===== config.mk =====
export PLATFORM = sky130hd
export DESIGN_NAME = register_file
export DESIGN_NICKNAME = d
export VERILOG_FILES = /design/src/rtl/register_file_pkg.sv /design/src/rtl/register_file_word_register.sv /design/src/rtl/register_file.sv
export SDC_FILE = /design/constraint.sdc
export NUM_CORES = 1
export LEC_CHECK = 0
export BUFFER_PORTS_ARGS = -buffer_cell sky130_fd_sc_hd__buf_4
export CAP_MARGIN = 5
export CORE_ASPECT_RATIO = 0.75
export CORE_UTILIZATION = 58
export CTS_BUF_LIST = sky130_fd_sc_hd__clkbuf_16
export CTS_CLUSTER_SIZE = 28
export DETAILED_ROUTE_END_ITERATION = 8
export GPL_TIMING_DRIVEN = 1
export PLACE_DENSITY = 0.79
export SYNTH_ARGS = -nofsm -noshare
export SYNTH_HDL_FRONTEND = slang
export SYNTH_SLANG_ARGS = --single-unit

===== constraint.sdc =====
create_clock -name clk -period 1.3 [get_ports clk]
set_input_delay 0.26 -clock clk [delete_from_list [all_inputs] [get_ports clk]]
set_output_delay 0.26 -clock clk [all_outputs]
set_load 0.02 [all_outputs]

===== src/rtl/register_file_pkg.sv =====
// register_file_pkg: shared default sizes for register_file and its bench
package register_file_pkg;
  localparam int WIDTH_DEF = 8;
  localparam int DEPTH_DEF = 8;
  localparam int ADDR_W_DEF = 3;
endpackage


===== src/rtl/register_file_word_register.sv =====
// word_register: WIDTH-bit write-enabled flop word with sync active-low clear (clk, rst_n, w, d -> q)
module word_register #(
  parameter int WIDTH = 8
) (
  input  logic             clk,
  input  logic             rst_n,
  input  logic             w,
  input  logic [WIDTH-1:0] d,
  output logic [WIDTH-1:0] q
);
  always_ff @(posedge clk)
    if (!rst_n) q <= '0;
    else if (w) q <= d;
endmodule


===== src/rtl/register_file.sv =====
// register_file: DEPTH x WIDTH regs, reg 0 hardwired zero, 1 write port (w, waddr, d), 2 comb read ports (raddr_a/b -> q_a/b), sync active-low rst_n
module register_file
  import register_file_pkg::*;
#(
  parameter int WIDTH = WIDTH_DEF,
  parameter int DEPTH = DEPTH_DEF,
  parameter int ADDR_W = ADDR_W_DEF
) (
  input  logic              clk,
  input  logic              rst_n,
  input  logic              w,
  input  logic [ADDR_W-1:0] waddr,
  input  logic [WIDTH-1:0]  d,
  input  logic [ADDR_W-1:0] raddr_a,
  input  logic [ADDR_W-1:0] raddr_b,
  output logic [WIDTH-1:0]  q_a,
  output logic [WIDTH-1:0]  q_b
);
  logic [WIDTH-1:0] regs [DEPTH];
  assign regs[0] = '0;
  for (genvar g = 1; g < DEPTH; g++) begin : g_reg
    logic we;
    assign we = w && waddr == ADDR_W'(g);
    word_register #(.WIDTH(WIDTH)) u_word (
      .clk  (clk),
      .rst_n(rst_n),
      .w    (we),
      .d    (d),
      .q    (regs[g])
    );
  end
  assign q_a = regs[raddr_a];
  assign q_b = regs[raddr_b];
endmodule

After elaboration in Yosys (flattened, before gate mapping)
Index checks and enable logic that the tools add are counted.
Operators by class
  order comparisons: 2
  equal/unequal tests: 7
  mux-type cells: 6
  bitwise gates (word level): 2
  reductions and logical operators: 7
Operator list (number)
  binary-select mux 8 bit (select 3 bit): 2
  two-way mux 8 bit: 4
  == test 3 bit (second input constant): 4
  >= comparator 4 bit (second input constant): 2
  NOT 3 -> 4 bit: 2
  logical AND 1 bit: 7
  == test 3 x 2 -> 1 bit (second input constant): 2
  == test 3 x 1 -> 1 bit (second input constant): 1
Word-level totals
  register bits: 56
  input port bits: 20
  output and inout port bits: 16

Logic depth before layout (Yosys ltp)
  depth after elaboration: 4
  depth in mapped cells: 5
  depth with buffers taken out: 3

Cells and area by module
Synthesis repeated with hierarchy kept, for this count alone.
Second synthesis, totals
  cells, all modules: 297
  area, all modules: 3209.3 um^2
By module, submodules not included
  word_register: instances 7, cells each 25, area each 301.5 um^2, seq. area each 160.2 um^2
  register_file: instances 1, cells each 122, area each 1098.6 um^2, seq. area each 0.0 um^2

Worst setup path before layout
OpenSTA, ideal clock, no wires.
  path kind: input-to-output
  start: input port raddr_b[1]
  end: output port q_b[0]
  arrival: 1.355 ns
  path slack: -0.315 ns
  cell stages on the path: 4
  buffers on the path: 2
  path through: clkbuf_1 -> nor2b_1 -> buf_1 -> a221oi_1
On the way
  word-level cells in the longest chain between the ends: 4
RTL lines
  start: declaration: RTL line register_file.sv:15  | input logic [ADDR_W-1:0] raddr_b,
  NOT 3 -> 4 bit (not written as such): RTL line register_file.sv:33  | assign q_b = regs[raddr_b];
  binary-select mux 8 bit (select 3 bit): RTL line register_file.sv:33
  two-way mux 8 bit (not written as such) (2 in series): RTL line register_file.sv:33
  end: declaration: RTL line register_file.sv:17  | output logic [WIDTH-1:0] q_b
Every way passes these cells. The select of a mux whose other input is x is not followed.

Final worst setup path
  start: register g_reg[1].u_word.q[5]
  end: output port q_a[5]
On the way
  word-level cells in the longest chain between the ends: 3
RTL lines
  start: declaration: RTL line register_file_word_register.sv:9  | output logic [WIDTH-1:0] q
  start signal: assignment: RTL line register_file_word_register.sv:12  | if (!rst_n) q <= '0;
  start signal: assignment: RTL line register_file_word_register.sv:13  | else if (w) q <= d;
  binary-select mux 8 bit (select 3 bit): RTL line register_file.sv:32  | assign q_a = regs[raddr_a];
  two-way mux 8 bit (not written as such) (2 in series): RTL line register_file.sv:32
  end: declaration: RTL line register_file.sv:16  | output logic [WIDTH-1:0] q_a,
Every way passes these cells. The select of a mux whose other input is x is not followed.

==> metrics.cfg <==
[status]
status = complete, but fails checks
violations = negative setup slack

[grt]
grt_pass1_vias = 2903
grt_pass1_wl_um = 15800
grt.total_usage = 0.383
grt_max_degree = 57
antenna_found_initial = 0
overflow = 0

[die]
coreArea_um2 = 5060
ios = 36
start_util = 0.621
die_h_um = 65.8
row_count = 22
die_w_um = 87.0
die-area_um2 = 5720

[logic_synthesis]
synth_edf_count = 0
yosys.area.top_type = dfxtp_1
avgSynthCellArea_um2 = 9.53
synth_nets = 350
synth_seq_cells = 56
ys.flop_type = dfxtp_1
yosys.area_share.adder = 0
synth_compound_area_frac = 0.168
syn_area_um2 = 3140
synthXorXnorAreaFrac = 0
synth_simple_gate_area_frac = 0.171
yosysMostFrequentCell = nand2_1
netlist_top_cells_area = dfxtp_1, mux2i_1, a221oi_1
async_flop_share = 0
yosys_warnings = 0
syn-instance-count = 330
ys_seq_area_frac = 0.357
synth_top_family_by_area = multiplexers
synth_common_cells = nand2_1, dfxtp_1, mux2i_1
muxShareOfSynthArea = 0.237
yosysTopAreaCellShare = 0.357
ys_types = 25

[worst_setup_path]
worst_ep_required_time_ns = 1.04
crit_path_end_kind = primary output
cpMostUsedCell = a221oi_4
start_kind = flop
worst-setup-path-type = flop to primary output
cp_num_buf_inv = 1
critPathTopFamily = compound AO/OA/AOI/OAI gates
cpMaxStageDelayCell = dfxtp_2
arrival_ns = 1.44
cp_cell_sequence = mux2_4, a221oi_4, a221oi_4, buf_6
slowest_delay_ns = 0.34
critPathMaxFanout = 3

[cells_and_area]
areaGrowthSynthToFinish_pct = 41.3
stdcell_count = 442
fin_nets = 389
diodes = 0
final_cell_area_um2 = 4440
reg_top3 = g.u_word.q x56
top_register = g.u_word.q
largest_register_ffs = 56
drive_above_1_share = 0.376

[place]
placedCellCount = 428
dpl_cell_area_um2 = 3960
place_congestion = 0.849
dp_slack_ns = -0.877
hpwl_um = 6140
portBuffers = 35

[flow_run]
drv_cap = 0

[detailed_routing]
vias = 2805
wl_per_cell_um = 22.7
ant_nets = 0
wl_um = 10000
viasPerCell = 6.35
first_iter_violations = 180
first_pass_iters = 5
drc = 0

[sta]
finalSetupViolCount = 16
fmax_ghz = 0.589
slew_headroom = 0.596
fin_setup_tns_ns = -5.89
rsz0062_at_grt = true
worst_slack_ns = -0.399
period_needed_ns = 1.70
finClkSkew_ns = 0
fin_crit_sh = 1.31
finalHoldViolCount = 0
tightest_slew_ns = 0.605
finalMaxSlewViolations = 0

[power]
ir_worst_vdd_mv = 0.663
powerDensity_nw_per_um2 = 899
p_leak_uw = 0.00161

[clock_tree]
clock_path_buffers = 2
cts_root_buf = clkbuf_16
cts_tree = done
cts.sinks = 56
cts_made_buffers = 5
path_clk_slew_ns = 0.07
clk_latency_ns = 0.29
cts_hold_buf = 0
cts.htree.levels = 2

[worst_hold_path]
hp-class = primary input to flop

cells in the final DEF, fill, tap and decap left out:
master      instances
nand2_1            64
mux2i_1            54
dfxtp_1            45
buf_4              42
a221oi_4           32
a21boi_0           30
nor2b_1            24
buf_6              17
mux2_4             14
dfxtp_2            11
clkbuf_16           5
buf_12              5
nor2b_4             3
and4b_1             3
nand4b_1            3
and2_4              2
mux2_2              2
a21boi_1            2
and4bb_1            2
mux2i_4             1
nor2b_2             1
mux2i_2             1
and4_1              1
nand4_1             1
and4bb_2            1
clkinvlp_4          1
clkinv_1            1
inv_1               1
buf_8               1
path summary, 6_finish.rpt:
kind                         from              endpoint  slack (ns)  cells after the start
max          g_reg[1].u_word.q[5]                q_a[5]       -0.40                      4
max reg2reg  g_reg[1].u_word.q[6]  g_reg[1].u_word.q[6]        0.45                      4
min reg2reg  g_reg[6].u_word.q[2]  g_reg[6].u_word.q[2]        0.48                      2
min                          d[3]  g_reg[3].u_word.q[3]        0.26                      3
layer usage:
metal,track usage,up-vias,routed length [um]
met5,0,-,0
met4,0.144,0,274
met3,0.0967,26,764
met2,0.637,149,4640
met1,0.478,1360,4340
li1,-,1270,-
where the power goes:
part	total (uW)	internal [uW]	switching, uW
sequential	1790	1750	36.1
combinational	869	402	467
clock	1340	703	633
total	3990	2860	1140
worst min-delay path: cells and delay by family:
kind / cells / cell delay (ns)
AOI/OAI and AO/OA: 1 / 0.05
and+or+nand+nor: 1 / 0.06
buffers and inverters: 1 / 0.15
what timing repair did:
item | in CTS | in global routing
endpoints found under the setup margin | 16 | 16
pin swaps | 6 | 5
resized for setup | 48 | 8
buffers inserted | 4 | 2
kinds of logic after synthesis:
family | after synthesis
multiplexers | 72
flip-flops | 56
buffers and inverters | 33
AND/OR/NAND/NOR | 105
AO/OA/AOI/OAI | 64
area by class of cell:
type	instances	area, um2
Tap cell	72	90.1
Clock inverter	3	15.0
Sequential cell	56	1130
Fill cell	254	621
Clock buffer	5	125
Timing Repair Buffer	65	622
Multi-Input combinational cell	241	2460
metrics by stage:
step	total power, uW	hold slack (ns)	utilization
2_1_floorplan	2390	0.395	-
3_3_place_gp	2550	0.459	0.782
3_5_place_dp	2560	0.471	0.782
4_1_cts	3960	0.255	0.869
5_1_grt	4110	0.259	0.877
6_report	3990	0.257	0.877
Power figures use the tool's default switching activity.
